### src/rtl/axi_rd_traffic_gen.sv
// AXI4 read-traffic generator: issues a programmed series of AR bursts with an
// optional inter-burst gap and a cap on outstanding bursts, and checks returning
// R beats for RLAST framing and RRESP errors.
module axi_rd_traffic_gen #(
    parameter int unsigned ADDR_WIDTH      = 64,
    parameter int unsigned DATA_WIDTH      = 64,
    parameter int unsigned ID_WIDTH        = 8,
    parameter int unsigned MAX_OUTSTANDING = 4,
    parameter int unsigned CNT_WIDTH       = 16
) (
    input  logic                  clk_i,
    input  logic                  rst_i,
    input  logic                  start_i,
    input  logic [ADDR_WIDTH-1:0] base_addr_i,
    input  logic [7:0]            num_bursts_i,
    input  logic [7:0]            burst_len_i,
    input  logic [7:0]            burst_delay_i,
    input  logic                  burst_incr_i,
    input  logic [ID_WIDTH-1:0]   id_i,
    output logic                  ar_valid_o,
    input  logic                  ar_ready_i,
    output logic [ADDR_WIDTH-1:0] ar_addr_o,
    output logic [7:0]            ar_len_o,
    output logic [2:0]            ar_size_o,
    output logic [1:0]            ar_burst_o,
    output logic [ID_WIDTH-1:0]   ar_id_o,
    input  logic                  r_valid_i,
    output logic                  r_ready_o,
    input  logic                  r_last_i,
    input  logic [1:0]            r_resp_i,
    output logic                  busy_o,
    output logic                  done_o,
    output logic [CNT_WIDTH-1:0]  beat_cnt_o,
    output logic [CNT_WIDTH-1:0]  last_err_cnt_o,
    output logic [CNT_WIDTH-1:0]  resp_err_cnt_o
);

    localparam int unsigned BeatBytes = DATA_WIDTH / 8;
    localparam int unsigned SizeLog   = $clog2(BeatBytes);
    localparam int unsigned OutW      = $clog2(MAX_OUTSTANDING + 1);
    localparam logic [OutW-1:0] MaxOut = OutW'(MAX_OUTSTANDING);

    typedef enum logic [2:0] {
        StIdle,
        StIssue,
        StGap,
        StDrain,
        StDone
    } state_e;

    state_e r_state;
    state_e w_state_next;

    logic [ADDR_WIDTH-1:0] r_base;
    logic [ADDR_WIDTH-1:0] r_addr;
    logic [7:0]            r_len;
    logic [7:0]            r_num_left;
    logic [7:0]            r_delay;
    logic [7:0]            r_gap_cnt;
    logic [7:0]            r_beat_idx;
    logic                  r_incr;
    logic [ID_WIDTH-1:0]   r_id;
    logic [OutW-1:0]       r_outstanding;
    logic [CNT_WIDTH-1:0]  r_beat_cnt;
    logic [CNT_WIDTH-1:0]  r_last_err_cnt;
    logic [CNT_WIDTH-1:0]  r_resp_err_cnt;

    logic                  w_start;
    logic                  w_ar_hs;
    logic                  w_r_active;
    logic                  w_r_hs;
    logic                  w_r_close;
    logic                  w_last_bad;
    logic [ADDR_WIDTH-1:0] w_addr_step;

    assign w_start     = (r_state == StIdle) && start_i;
    assign ar_valid_o  = (r_state == StIssue) && (r_outstanding < MaxOut);
    assign w_ar_hs     = ar_valid_o && ar_ready_i;
    // R beats outside a run are accepted but never counted.
    assign w_r_active  = (r_state == StIssue) || (r_state == StGap) || (r_state == StDrain);
    assign w_r_hs      = r_valid_i && r_ready_o && w_r_active;
    // Guard against a stray RLAST with nothing outstanding underflowing the counter.
    assign w_r_close   = w_r_hs && r_last_i && (r_outstanding != '0);
    assign w_last_bad  = r_last_i ? (r_beat_idx != r_len) : (r_beat_idx == r_len);
    assign w_addr_step = (ADDR_WIDTH'(r_len) + ADDR_WIDTH'(1)) << SizeLog;

    assign ar_addr_o      = r_addr;
    assign ar_len_o       = r_len;
    assign ar_size_o      = 3'(SizeLog);
    assign ar_burst_o     = 2'b01;
    assign ar_id_o        = r_id;
    assign r_ready_o      = !rst_i;
    assign busy_o         = (r_state != StIdle);
    assign done_o         = (r_state == StDone);
    assign beat_cnt_o     = r_beat_cnt;
    assign last_err_cnt_o = r_last_err_cnt;
    assign resp_err_cnt_o = r_resp_err_cnt;

    // State register.
    always_ff @(posedge clk_i) begin
        if (rst_i) begin
            r_state <= StIdle;
        end else begin
            r_state <= w_state_next;
        end
    end

    // Next-state decode.
    always_comb begin
        w_state_next = r_state;
        unique case (r_state)
            StIdle: begin
                if (start_i) begin
                    w_state_next = (num_bursts_i == 8'd0) ? StDone : StIssue;
                end
            end
            StIssue: begin
                if (w_ar_hs) begin
                    if (r_num_left == 8'd1) begin
                        w_state_next = StDrain;
                    end else if (r_delay != 8'd0) begin
                        w_state_next = StGap;
                    end
                end
            end
            StGap: begin
                if (r_gap_cnt == 8'd1) begin
                    w_state_next = StIssue;
                end
            end
            StDrain: begin
                if (r_outstanding == '0) begin
                    w_state_next = StDone;
                end
            end
            StDone: begin
                w_state_next = StIdle;
            end
            default: begin
                w_state_next = StIdle;
            end
        endcase
    end

    // Run configuration, burst address and inter-burst gap counter.
    always_ff @(posedge clk_i) begin
        if (rst_i) begin
            r_base     <= '0;
            r_addr     <= '0;
            r_len      <= '0;
            r_num_left <= '0;
            r_delay    <= '0;
            r_incr     <= 1'b0;
            r_id       <= '0;
            r_gap_cnt  <= '0;
        end else if (w_start) begin
            r_base     <= base_addr_i;
            r_addr     <= base_addr_i;
            r_len      <= burst_len_i;
            r_num_left <= num_bursts_i;
            r_delay    <= burst_delay_i;
            r_incr     <= burst_incr_i;
            r_id       <= id_i;
        end else if (w_ar_hs) begin
            r_num_left <= r_num_left - 8'd1;
            r_addr     <= r_incr ? (r_addr + w_addr_step) : r_base;
            r_gap_cnt  <= r_delay;
        end else if (r_state == StGap) begin
            r_gap_cnt  <= r_gap_cnt - 8'd1;
        end
    end

    // Outstanding tracking and R-channel checking with saturating counters.
    always_ff @(posedge clk_i) begin
        if (rst_i || w_start) begin
            r_outstanding  <= '0;
            r_beat_idx     <= '0;
            r_beat_cnt     <= '0;
            r_last_err_cnt <= '0;
            r_resp_err_cnt <= '0;
        end else if (w_r_active) begin
            if (w_ar_hs && !w_r_close) begin
                r_outstanding <= r_outstanding + OutW'(1);
            end else if (!w_ar_hs && w_r_close) begin
                r_outstanding <= r_outstanding - OutW'(1);
            end
            if (w_r_hs) begin
                if (~&r_beat_cnt) begin
                    r_beat_cnt <= r_beat_cnt + CNT_WIDTH'(1);
                end
                if ((r_resp_i != 2'b00) && (~&r_resp_err_cnt)) begin
                    r_resp_err_cnt <= r_resp_err_cnt + CNT_WIDTH'(1);
                end
                if (w_last_bad && (~&r_last_err_cnt)) begin
                    r_last_err_cnt <= r_last_err_cnt + CNT_WIDTH'(1);
                end
                // A burst closes only on RLAST, however many beats it took.
                if (r_last_i) begin
                    r_beat_idx <= '0;
                end else if (r_beat_idx != 8'hFF) begin
                    r_beat_idx <= r_beat_idx + 8'd1;
                end
            end
        end
    end

endmodule

### config.mk
export PLATFORM = sky130hd
export DESIGN_NAME = axi_rd_traffic_gen
export DESIGN_NICKNAME = d
export VERILOG_FILES = /design/src/rtl/axi_rd_traffic_gen.sv
export SDC_FILE = /design/constraint.sdc
export NUM_CORES = 1
export LEC_CHECK = 0
export CAP_MARGIN = 20
export CELL_PAD_IN_SITES_DETAIL_PLACEMENT = 2
export CELL_PAD_IN_SITES_GLOBAL_PLACEMENT = 2
export CORE_MARGIN = 2
export CORE_UTILIZATION = 30
export DETAILED_ROUTE_END_ITERATION = 7
export GPL_TIMING_DRIVEN = 1
export PLACE_DENSITY = 0.81
export SETUP_SLACK_MARGIN = 0.05
export SYNTH_ARGS = -nofsm -noshare
export SYNTH_HDL_FRONTEND = slang
export SYNTH_SLANG_ARGS = --single-unit
### constraint.sdc
create_clock -name clk_i -period 4.6 [get_ports clk_i]
set_clock_uncertainty 0.1 [all_clocks]
set_input_delay 0.46 -clock clk_i [delete_from_list [all_inputs] [get_ports clk_i]]
set_output_delay 0.46 -clock clk_i [all_outputs]
set_load 0.01 [all_outputs]
## After elaboration in Yosys (flattened, before gate mapping)

Index checks and enable logic that the tools add are counted.

| storage, ports and cells | value |
|---|---|
| output and inout port bits | 137 |
| logic and storage cells | 101 |
| register bits | 231 |

| operators by class | value |
|---|---|
| reduce and logical (&&, ||, !) cells | 40 |
| order comparisons | 1 |
| mux-type cells | 20 |
| eq/ne operators | 14 |
| bitwise logic cells | 2 |
| $add $sub $neg | 10 |

Operators by type and width:

| operator | count |
|---|---|
| 64-bit 2-to-1 mux | 3 |
| 64-bit by 12-bit adder with 64-bit output | 1 |
| 16-bit by 1-bit adder with 16-bit output, second input constant | 3 |
| 8-bit 2-to-1 mux | 6 |
| 16-bit AND reduction | 3 |
| 3-bit 2-to-1 mux | 9 |
| 8-bit by 1-bit equality test with 1-bit output, second input constant | 2 |
| 8-bit by 1-bit subtractor with 8-bit output, second input constant | 2 |
| 3-bit case mux with 4 select lines | 1 |
| 3-bit AND reduction | 4 |
| 1-bit logical AND | 11 |
| 2-bit nonzero test | 5 |
| 8-bit by 1-bit adder with 9-bit output, second input constant | 1 |
| 8-bit by 1-bit adder with 8-bit output, second input constant | 1 |
| 8-bit equality test | 1 |
| 8-bit zero test | 1 |
| 8-bit inequality test | 1 |
| 8-bit inequality test, second input constant | 1 |
| 8-bit nonzero test | 1 |
| 3-bit by 2-bit equality test with 1-bit output, second input constant | 2 |
| 3-bit zero test | 2 |
| 2-bit inequality test, second input constant | 3 |
| 3-bit nonzero test | 2 |
| 1-bit zero test | 5 |
| other kinds (12) | 16 |

## Longest topological paths before layout

Gate-level depths: netlist (run 1).

| logic depth | value |
|---|---|
| word-level depth | 10 |
| gate-level depth with buffers | 14 |

## Worst setup path after synthesis (run 1)

OpenSTA, ideal clock, no wires.

| path | value |
|---|---|
| kind | register to register |
| from | reg r_len[0] (netlist: ar_len_o[0]) |
| to | reg r_addr[50] (netlist: ar_addr_o[50]) |
| buffers on the path | 2 |
| arrival time | 3.069 ns |
| cell stages (with the launch flop) | 14 |
| slack | 1.297 ns |
| setup time | 0.134 ns |
| required time | 4.366 ns |
| period minus slack after synthesis | 3.303 ns |
| path through | dfxtp_1 > and3_1 > nand3_1 > or2_2 > xnor2_1 > ha_1 > clkbuf_1 > nand2_1 > o21ai_0 > nand2_1 > buf_2 > a2111oi_0 > mux2i_1 > o22ai_1 |

| between the ends | value |
|---|---|
| longest elaborated chain between the ends | 5 |

Ends and longest elaborated chain:

| item | RTL line | RTL |
|---|---|---|
| from (decl) | 56 | `logic [7:0] r_len;` |
| from (signal assigned) | 159 | `r_len <= burst_len_i;` |
| 8-bit by 1-bit adder with 9-bit output | 85 | `assign w_addr_step = (ADDR_WIDTH'(r_len) + ADDR_WIDTH'(1)) << SizeLog;` |
| 64-bit by 12-bit adder with 64-bit output | 166 | `r_addr <= r_incr ? (r_addr + w_addr_step) : r_base;` |
| 64-bit 2-to-1 mux | 166 |  |
| 64-bit 2-to-1 mux | 164 | `end else if (w_ar_hs) begin` |
| 64-bit 2-to-1 mux | 156 | `end else if (w_start) begin` |
| to (signal assigned) | 158 | `r_addr <= base_addr_i;` |
| to (signal assigned) | 166 |  |
| to (decl) | 55 | `logic [ADDR_WIDTH-1:0] r_addr;` |

Every way passes these cells. The select of a mux whose other input is x is not followed.
A chain may end at the register's enable or synchronous reset.

## Final worst setup path (run 1)

| path | value |
|---|---|
| from | reg r_len[0] (netlist: ar_len_o[0]) |
| to | reg r_addr[54] (netlist: ar_addr_o[54]) |

The elaborated chain is that of the path after synthesis.

==> impl_metrics.prom, run 1 <==
# TYPE chip_impl_metric gauge
chip_impl_metric{name="ys_seq_area_frac",unit=""} 0.379
chip_impl_info{name="post_synth_most_frequent_cells",value="271 x sky130_fd_sc_hd__nand2_1, 231 x sky130_fd_sc_hd__dfxtp_1, 163 x sky130_fd_sc_hd__a21oi_1"} 1
chip_impl_metric{name="grt_pass1_vias",unit=""} 13520
chip_impl_metric{name="place.gp.congestion",unit=""} 0.821
chip_impl_info{name="timing.critical_path.to_type",value="register"} 1
chip_impl_info{name="tritoncts_clock_tree",value="yes"} 1
chip_impl_info{name="yosys_most_used_dff",value="sky130_fd_sc_hd__dfxtp_1"} 1
chip_impl_metric{name="design_area",unit="sq um"} 16000
chip_impl_metric{name="place_hpwl",unit="mm"} 35.3
chip_impl_metric{name="cts_inserted_buffers",unit=""} 29
chip_impl_metric{name="post-cts-setup-buffer-count",unit=""} 0
chip_impl_metric{name="cell_area_after_technology_mapping",unit="sq um"} 12200
chip_impl_metric{name="netlist_instances",unit=""} 1563
chip_impl_info{name="ranking_of_synthesized_cells_by_area",value="sky130_fd_sc_hd__dfxtp_1 38%, sky130_fd_sc_hd__nand2_1 8.3%, sky130_fd_sc_hd__a21oi_1 6.7%"} 1
chip_impl_metric{name="asyncSetResetFlopFracSynth",unit=""} 0
chip_impl_metric{name="number_of_nets_at_the_end_of_the_flow",unit=""} 1881
chip_impl_metric{name="total_power",unit="W"} 0.00585
chip_impl_info{name="path_category_of_the_worst_min_delay_check",value="primary input to register"} 1
chip_impl_metric{name="clk_pin_slew",unit="ns"} 0.06
chip_impl_metric{name="synth_cell_type_count",unit=""} 82
chip_impl_info{name="rr_startpoint",value="ar_len_o[0]"} 1
chip_impl_info{name="status",value="completed"} 1
chip_impl_metric{name="power_switching_share",unit=""} 0.299
chip_impl_metric{name="power_density",unit="nW/um^2"} 366
chip_impl_metric{name="crit_required",unit="ns"} 4.95
chip_impl_metric{name="cap_viol_max_count",unit=""} 0
chip_impl_metric{name="synth_enable_flop_cells",unit=""} 0
chip_impl_metric{name="grt_use_total",unit=""} 0.232
chip_impl_info{name="r2r-end",value="ar_addr_o[54]"} 1
chip_impl_metric{name="p_switching",unit="W"} 0.00175
chip_impl_metric{name="floorplan.io_pins",unit=""} 242
chip_impl_metric{name="core_area",unit="sq um"} 39900
chip_impl_info{name="grt_setup_unrepaired",value="no"} 1
chip_impl_metric{name="number_of_antenna_violations_at_the_first_check_in_global_routing",unit=""} 1
chip_impl_metric{name="path_max_fanout",unit=""} 15
chip_impl_metric{name="start_util",unit=""} 0.305
chip_impl_metric{name="synth_warnings",unit=""} 0
chip_impl_metric{name="globalRouteOverflowTotal",unit=""} 0
chip_impl_metric{name="finalCritPeriodShare",unit=""} 0.885
chip_impl_info{name="synthMostInstantiatedCell",value="sky130_fd_sc_hd__nand2_1"} 1
chip_impl_metric{name="ctsHoldBuffers",unit=""} 0
chip_impl_info{name="whs_endpoint",value="r_base[14]"} 1
chip_impl_metric{name="irDropWorstVdd",unit="uV"} 251
chip_impl_metric{name="final_core_util",unit=""} 0.401
chip_impl_metric{name="worstSkewPairLatency",unit="ns"} 0.57
chip_impl_metric{name="post_synth.cell_area_avg",unit="sq um"} 7.80
chip_impl_metric{name="grt_max_degree",unit=""} 86
chip_impl_metric{name="leakagePower",unit="nW"} 5.48
chip_impl_metric{name="clock_power_share",unit=""} 0.412
chip_impl_metric{name="clk_path_buf_depth",unit=""} 3
chip_impl_metric{name="htree_num_levels",unit=""} 1
chip_impl_metric{name="detail_route.vias_per_cell",unit=""} 5.58
chip_impl_metric{name="regToRegSetupSlack",unit="ns"} 0.53
chip_impl_metric{name="io_buffers",unit=""} 236
chip_impl_metric{name="relative_slew_slack",unit=""} 0.302
chip_impl_metric{name="clock_sink_count",unit=""} 231
chip_impl_metric{name="fin_ws",unit="ns"} 0.530
chip_impl_metric{name="chipHeight",unit="um"} 206
chip_impl_metric{name="hold-path-cell-count",unit=""} 2
chip_impl_metric{name="seq_power_share",unit=""} 0.397
chip_impl_metric{name="wl_per_cell",unit="um"} 21.7
chip_impl_metric{name="row_count",unit=""} 73
chip_impl_metric{name="detail_route.drc_violations",unit=""} 0
chip_impl_metric{name="drive_above_1_share",unit=""} 0.0658
chip_impl_info{name="hp-start",value="rst_i"} 1
chip_impl_metric{name="timing.final.setup_violations",unit=""} 0
chip_impl_metric{name="detailedRoute.firstPassIterationCount",unit=""} 4
chip_impl_info{name="worstSetupPathType",value="register to register"} 1
chip_impl_metric{name="worst_ep_arrival_time",unit="ns"} 4.42
chip_impl_metric{name="achievable-frequency",unit="MHz"} 246
chip_impl_metric{name="chipWidth",unit="um"} 206
chip_impl_metric{name="timing.final.hold_violations",unit=""} 0
chip_impl_metric{name="finalMaxSlewViolations",unit=""} 0
chip_impl_metric{name="power_report.internal_total",unit="W"} 0.00410
chip_impl_info{name="startpoint_type",value="register"} 1
chip_impl_metric{name="final_antenna_net_count",unit=""} 0
chip_impl_metric{name="reg2reg_depth",unit=""} 11
chip_impl_info{name="cts.root.buffer_cell",value="sky130_fd_sc_hd__clkbuf_16"} 1
chip_impl_metric{name="fin_setup_tns",unit="ns"} 0
chip_impl_info{name="synth.largest_area_cell",value="sky130_fd_sc_hd__dfxtp_1"} 1
chip_impl_metric{name="drt_first_iter_violations",unit=""} 602
chip_impl_metric{name="detail_route.wirelength",unit="mm"} 50.0
chip_impl_metric{name="preCtsSetupSlack",unit="ns"} 0.369
chip_impl_metric{name="detailed_place.area",unit="sq um"} 15000
chip_impl_metric{name="power.combinational.fraction",unit=""} 0.191
chip_impl_metric{name="final.min_clock_period",unit="ns"} 4.07
chip_impl_metric{name="tightestPinTransition",unit="ns"} 1.05
chip_impl_metric{name="syn_to_final_growth",unit="%"} 31.2
chip_impl_metric{name="die_area",unit="sq um"} 42300
chip_impl_metric{name="yosysTopAreaCellShare",unit=""} 0.379
chip_impl_metric{name="route.vias.total",unit=""} 12849
chip_impl_metric{name="global_route_wire_length_before_repair",unit="mm"} 77.4
chip_impl_metric{name="ys_ff_latch",unit=""} 231
-- sequential cells by signal, indices dropped and copies added (netlist names) --
signal / cells
r_delay: 8
r_num_left: 8
r_outstanding: 3
ar_len_o: 8
ar_id_o: 8
beat_cnt_o: 16
last_err_cnt_o: 16
ar_addr_o: 64
r_base: 64
resp_err_cnt_o: 16
r_state: 3
r_incr: 1
r_gap_cnt: 8
r_beat_idx: 8
-- how the worst max path moves through the flow --
stage | from | to
final | ar_len_o[0] | ar_addr_o[54]
after global routing | ar_len_o[0] | ar_addr_o[54]
after CTS | ar_len_o[0] | ar_addr_o[54]
after detailed placement | ar_len_o[0] | ar_addr_o[54]
after global placement | ar_len_o[0] | ar_addr_o[54]
after floorplan | ar_len_o[0] | ar_addr_o[50]
-- cell families (layout without fill, tap and decap cells) --
logic type | after synthesis | in the layout | share of synthesized area
buffers and inverters | 138 | 349 | 0.0466
DFF | 231 | 231 | 0.379
muxes | 25 | 25 | 0.0210
xor gates and xnor gates | 82 | 82 | 0.0589
and+or+nand+nor | 647 | 647 | 0.244
other | 2 | 6 | 0.000616
AOI/OAI and AO/OA | 417 | 417 | 0.227
adders and majority gates | 21 | 21 | 0.0228
-- metal layers --
metal	vias up	global-route usage	wire length [um]
li1	5977	-	-
met1	6478	0.294	22100
met2	305	0.405	24400
met3	89	0.0306	2060
met4	0	0.0722	1440
met5	-	0	0
-- layout by cell type (no fill, tap or decap), types with 20 or more instances in the layout --
cell                              instances
sky130_fd_sc_hd__xor2_1                  29
sky130_fd_sc_hd__nor4_1                  29
sky130_fd_sc_hd__nand4_1                 30
sky130_fd_sc_hd__clkdlybuf4s50_1        235
sky130_fd_sc_hd__dfxtp_1                230
sky130_fd_sc_hd__nand3_1                 53
sky130_fd_sc_hd__nand2_1                269
sky130_fd_sc_hd__clkbuf_16               29
sky130_fd_sc_hd__nor2_1                 145
sky130_fd_sc_hd__buf_4                   28
sky130_fd_sc_hd__a211oi_1                21
sky130_fd_sc_hd__xnor2_1                 53
sky130_fd_sc_hd__nor3_1                  42
sky130_fd_sc_hd__mux2i_1                 20
sky130_fd_sc_hd__a21oi_1                163
sky130_fd_sc_hd__o21ai_0                 61
sky130_fd_sc_hd__inv_1                   31
-- power by group through the flow --
| stage | registers [W] | clock network [W] | logic [W] |
|---|---|---|---|
| global route | 0.00234 | 0.00255 | 0.00122 |
| CTS | 0.00232 | 0.00246 | 0.00113 |
| finish | 0.00232 | 0.00241 | 0.00112 |
| detailed placement | 0.00236 | 0 | 0.00111 |
| floorplan | 0.00233 | 0 | 0.000591 |
| global placement | 0.00235 | 0 | 0.00107 |
-- critical path, stage by stage, from the launching register on --
cell and delay (ns):
sky130_fd_sc_hd__dfxtp_1 0.46, sky130_fd_sc_hd__and3_1 0.20, sky130_fd_sc_hd__nand3_1 0.12, sky130_fd_sc_hd__or2_2 0.33, sky130_fd_sc_hd__xnor2_1 0.14, sky130_fd_sc_hd__ha_1 0.44
sky130_fd_sc_hd__nand2_1 0.09, sky130_fd_sc_hd__o21ai_0 0.50, sky130_fd_sc_hd__nand2_2 0.43, sky130_fd_sc_hd__a211oi_1 0.60, sky130_fd_sc_hd__a41oi_1 0.21, sky130_fd_sc_hd__o311a_1 0.33
-- final cells by class --
| cell class | instances | area, sq um |
|---|---|---|
| Sequential cell | 231 | 4630 |
| Tap cell | 525 | 657 |
| Inverter | 33 | 124 |
| Timing Repair Buffer | 263 | 2560 |
| Clock inverter | 9 | 120 |
| Multi-Input combinational cell | 1197 | 7030 |
| Antenna cell | 1 | 2.50 |
| Clock buffer | 44 | 882 |
| Fill cell | 4488 | 23900 |
-- timing repair --
action | 4_1_cts | 5_1_grt
endpoints found under the setup margin | 0 | 1
resized for setup | 0 | 1
hold endpoints to repair | 0 | 0
-- stage by stage --
stage | hold WS (ns) | instances
2_1_floorplan | 0.332 | 1566
3_3_place_gp | 0.338 | 2249
3_5_place_dp | 0.350 | 2249
4_1_cts | 0.227 | 2302
5_1_grt | 0.258 | 2303
6_report | 0.238 | 2303
Note: power is estimated with default switching activity, not from simulation.
==> inputs of run 2 (changes only) <==
--- a/config.mk
+++ b/config.mk
@@ -13,6 +13,7 @@
 export DETAILED_ROUTE_END_ITERATION = 7
 export GPL_TIMING_DRIVEN = 1
 export PLACE_DENSITY = 0.81
+export REMOVE_ABC_BUFFERS = 1
 export SETUP_SLACK_MARGIN = 0.05
 export SYNTH_ARGS = -nofsm -noshare
 export SYNTH_HDL_FRONTEND = slang
==> impl_metrics.prom, run 2 (synthesized netlist as in run 1, its figures left out) <==
# TYPE chip_impl_metric gauge
chip_impl_metric{name="timing.final.hold_violations",unit=""} 0
chip_impl_metric{name="finalMaxSlewViolations",unit=""} 0
chip_impl_metric{name="clock_sink_count",unit=""} 231
chip_impl_metric{name="place.gp.congestion",unit=""} 0.817
chip_impl_metric{name="sequential_cell_area",unit="sq um"} 4630
chip_impl_info{name="timing.critical_path.from",value="ar_len_o[0]"} 1
chip_impl_metric{name="finalHoldWorstSlack",unit="ns"} 0.222
chip_impl_metric{name="fillerInstances",unit=""} 4486
chip_impl_metric{name="final_antenna_net_count",unit=""} 0
chip_impl_metric{name="power_density",unit="nW/um^2"} 369
chip_impl_metric{name="post-cts-setup-buffer-count",unit=""} 0
chip_impl_metric{name="regToRegSetupSlack",unit="ns"} 0.44
chip_impl_metric{name="clk_pin_slew",unit="ns"} 0.06
chip_impl_metric{name="core_area",unit="sq um"} 39900
chip_impl_metric{name="syn_to_final_growth",unit="%"} 31.5
chip_impl_metric{name="fin_cells",unit=""} 2299
chip_impl_metric{name="achievable-frequency",unit="MHz"} 240
chip_impl_metric{name="reg2reg_depth",unit=""} 11
chip_impl_metric{name="io_buffers",unit=""} 236
chip_impl_metric{name="relative_slew_slack",unit=""} 0.365
chip_impl_metric{name="route.vias.total",unit=""} 12759
chip_impl_metric{name="antenna_cells",unit=""} 0
chip_impl_metric{name="globalRouteOverflowTotal",unit=""} 0
chip_impl_info{name="rr_startpoint",value="ar_len_o[0]"} 1
chip_impl_metric{name="number_of_antenna_violations_at_the_first_check_in_global_routing",unit=""} 0
chip_impl_metric{name="detail_route.wirelength",unit="mm"} 50.0
chip_impl_metric{name="clk_path_buf_depth",unit=""} 3
chip_impl_metric{name="detail_route.drc_violations",unit=""} 0
chip_impl_metric{name="leakagePower",unit="nW"} 5.49
chip_impl_info{name="tritoncts_clock_tree",value="yes"} 1
chip_impl_info{name="layout.cells.most_common",value="sky130_fd_sc_hd__nand2_1"} 1
chip_impl_metric{name="worstSkewPairLatency",unit="ns"} 0.55
chip_impl_metric{name="place_hpwl",unit="mm"} 34.7
chip_impl_metric{name="die_area",unit="sq um"} 42300
chip_impl_metric{name="postCtsResizedCells",unit=""} 0
chip_impl_metric{name="path_max_fanout",unit=""} 9
chip_impl_metric{name="chipHeight",unit="um"} 206
chip_impl_metric{name="cts_inserted_buffers",unit=""} 29
chip_impl_metric{name="final_core_util",unit=""} 0.402
chip_impl_info{name="path_category_of_the_worst_min_delay_check",value="primary input to register"} 1
chip_impl_info{name="startpoint_type",value="register"} 1
chip_impl_metric{name="timing.final.setup_violations",unit=""} 0
chip_impl_info{name="r2r-end",value="ar_addr_o[54]"} 1
chip_impl_metric{name="irDropWorstVdd",unit="uV"} 304
chip_impl_metric{name="grt_pass1_vias",unit=""} 13686
chip_impl_metric{name="grt_use_total",unit=""} 0.234
chip_impl_metric{name="ctsHoldBuffers",unit=""} 0
chip_impl_info{name="cts.root.buffer_cell",value="sky130_fd_sc_hd__clkbuf_16"} 1
chip_impl_metric{name="floorplan.io_pins",unit=""} 242
chip_impl_info{name="grt_setup_unrepaired",value="no"} 1
chip_impl_metric{name="drt_first_iter_violations",unit=""} 587
chip_impl_metric{name="tightestPinTransition",unit="ns"} 0.952
chip_impl_info{name="layout.cells.most_common_list",value="270 x sky130_fd_sc_hd__nand2_1, 235 x sky130_fd_sc_hd__clkdlybuf4s50_1, 230 x sky130_fd_sc_hd__dfxtp_1"} 1
chip_impl_metric{name="row_count",unit=""} 73
chip_impl_metric{name="numPlacedInstances",unit=""} 2246
chip_impl_metric{name="worst_ep_arrival_time",unit="ns"} 4.50
chip_impl_metric{name="chipWidth",unit="um"} 206
chip_impl_metric{name="cap_viol_max_count",unit=""} 0
chip_impl_metric{name="grt_max_degree",unit=""} 135
chip_impl_info{name="worstSetupPathType",value="register to register"} 1
chip_impl_metric{name="global_route_wire_length_before_repair",unit="mm"} 78.6
chip_impl_metric{name="final.min_clock_period",unit="ns"} 4.16
chip_impl_metric{name="finalCritPeriodShare",unit=""} 0.905
chip_impl_metric{name="number_of_nets_at_the_end_of_the_flow",unit=""} 1878
chip_impl_metric{name="detailed_place.area",unit="sq um"} 15000
chip_impl_metric{name="detailedRoute.firstPassIterationCount",unit=""} 5
chip_impl_info{name="cp-endpoint",value="ar_addr_o[54]"} 1
chip_impl_metric{name="wl_per_cell",unit="um"} 21.8
chip_impl_metric{name="htree_num_levels",unit=""} 1
chip_impl_metric{name="crit_required",unit="ns"} 4.94
chip_impl_metric{name="drive_above_1_share",unit=""} 0.0643
chip_impl_metric{name="design_area",unit="sq um"} 16000
chip_impl_metric{name="detail_route.vias_per_cell",unit=""} 5.55
chip_impl_info{name="status",value="completed"} 1
chip_impl_metric{name="start_util",unit=""} 0.305
chip_impl_metric{name="area_occupied_by_multi_input_gates",unit="sq um"} 7030
chip_impl_info{name="timing.critical_path.to_type",value="register"} 1
-- run 2: changes by cell type in the layout (fill, tap and decap cells not counted) --
cell / change
sky130_fd_sc_hd__diode_2: -1
sky130_fd_sc_hd__nand2_2: -1
sky130_fd_sc_hd__clkbuf_1: -1
sky130_fd_sc_hd__nand2_1: +1
sky130_fd_sc_hd__bufinv_16: +1
sky130_fd_sc_hd__inv_6: +1
sky130_fd_sc_hd__buf_12: +2
sky130_fd_sc_hd__clkinv_2: -1
sky130_fd_sc_hd__buf_4: -5
-- run 2: layout make-up --
cell class | instances | area share
Clock buffer | 43 | 0.0548
Clock inverter | 10 | 0.00960
Inverter | 33 | 0.00773
Multi-Input combinational cell | 1197 | 0.438
Sequential cell | 231 | 0.289
Tap cell | 525 | 0.0410
Timing Repair Buffer | 260 | 0.160
-- run 2: worst min-delay path by stage --
stage / from / to / cells past startpoint
5_1_grt: rst_i / ar_id_o[0] / 2
3_5_place_dp: r_base[0] / r_base[0] / 2
3_3_place_gp: r_base[50] / r_base[50] / 2
6_report: rst_i / ar_id_o[0] / 2
2_1_floorplan: r_base[10] / r_base[10] / 2
4_1_cts: rst_i / ar_id_o[0] / 2
-- run 2: per-layer routing --
metal | track usage | vias to the layer above | wire (um)
met5 | 0 | - | 0
met4 | 0.0601 | 0 | 1230
met3 | 0.0282 | 78 | 1990
met2 | 0.416 | 286 | 24500
met1 | 0.298 | 6432 | 22300
li1 | - | 5963 | -
-- run 2: metrics by stage --
stage          power, W  setup TNS, ns  worst slack, ns
4_1_cts         0.00599              0            0.420
5_1_grt         0.00619              0            0.137
3_3_place_gp    0.00342              0            0.701
3_5_place_dp    0.00347              0            0.515
2_1_floorplan   0.00290       -1148.95            -9.13
6_report        0.00592              0            0.436
-- run 2: worst max-delay path, cell delays in order (launching register included) --
cell and delay, ns:
sky130_fd_sc_hd__dfxtp_1 0.47, sky130_fd_sc_hd__and3_1 0.21, sky130_fd_sc_hd__nand3_1 0.12, sky130_fd_sc_hd__or2_2 0.34, sky130_fd_sc_hd__xnor2_1 0.15, sky130_fd_sc_hd__ha_1 0.44, sky130_fd_sc_hd__nand2_1 0.08, sky130_fd_sc_hd__o21ai_0 0.41
sky130_fd_sc_hd__nand2_1 0.48, sky130_fd_sc_hd__a211oi_1 0.69, sky130_fd_sc_hd__a41oi_1 0.23, sky130_fd_sc_hd__o311a_1 0.32
-- run 2: where the power goes --
part	leakage, nW	switching (W)	total (W)	internal (W)
registers	1.89	0.000184	0.00233	0.00215
logic	3.08	0.000625	0.00110	0.000479
clock network	0.515	0.000950	0.00248	0.00153
total	5.49	0.00176	0.00592	0.00416
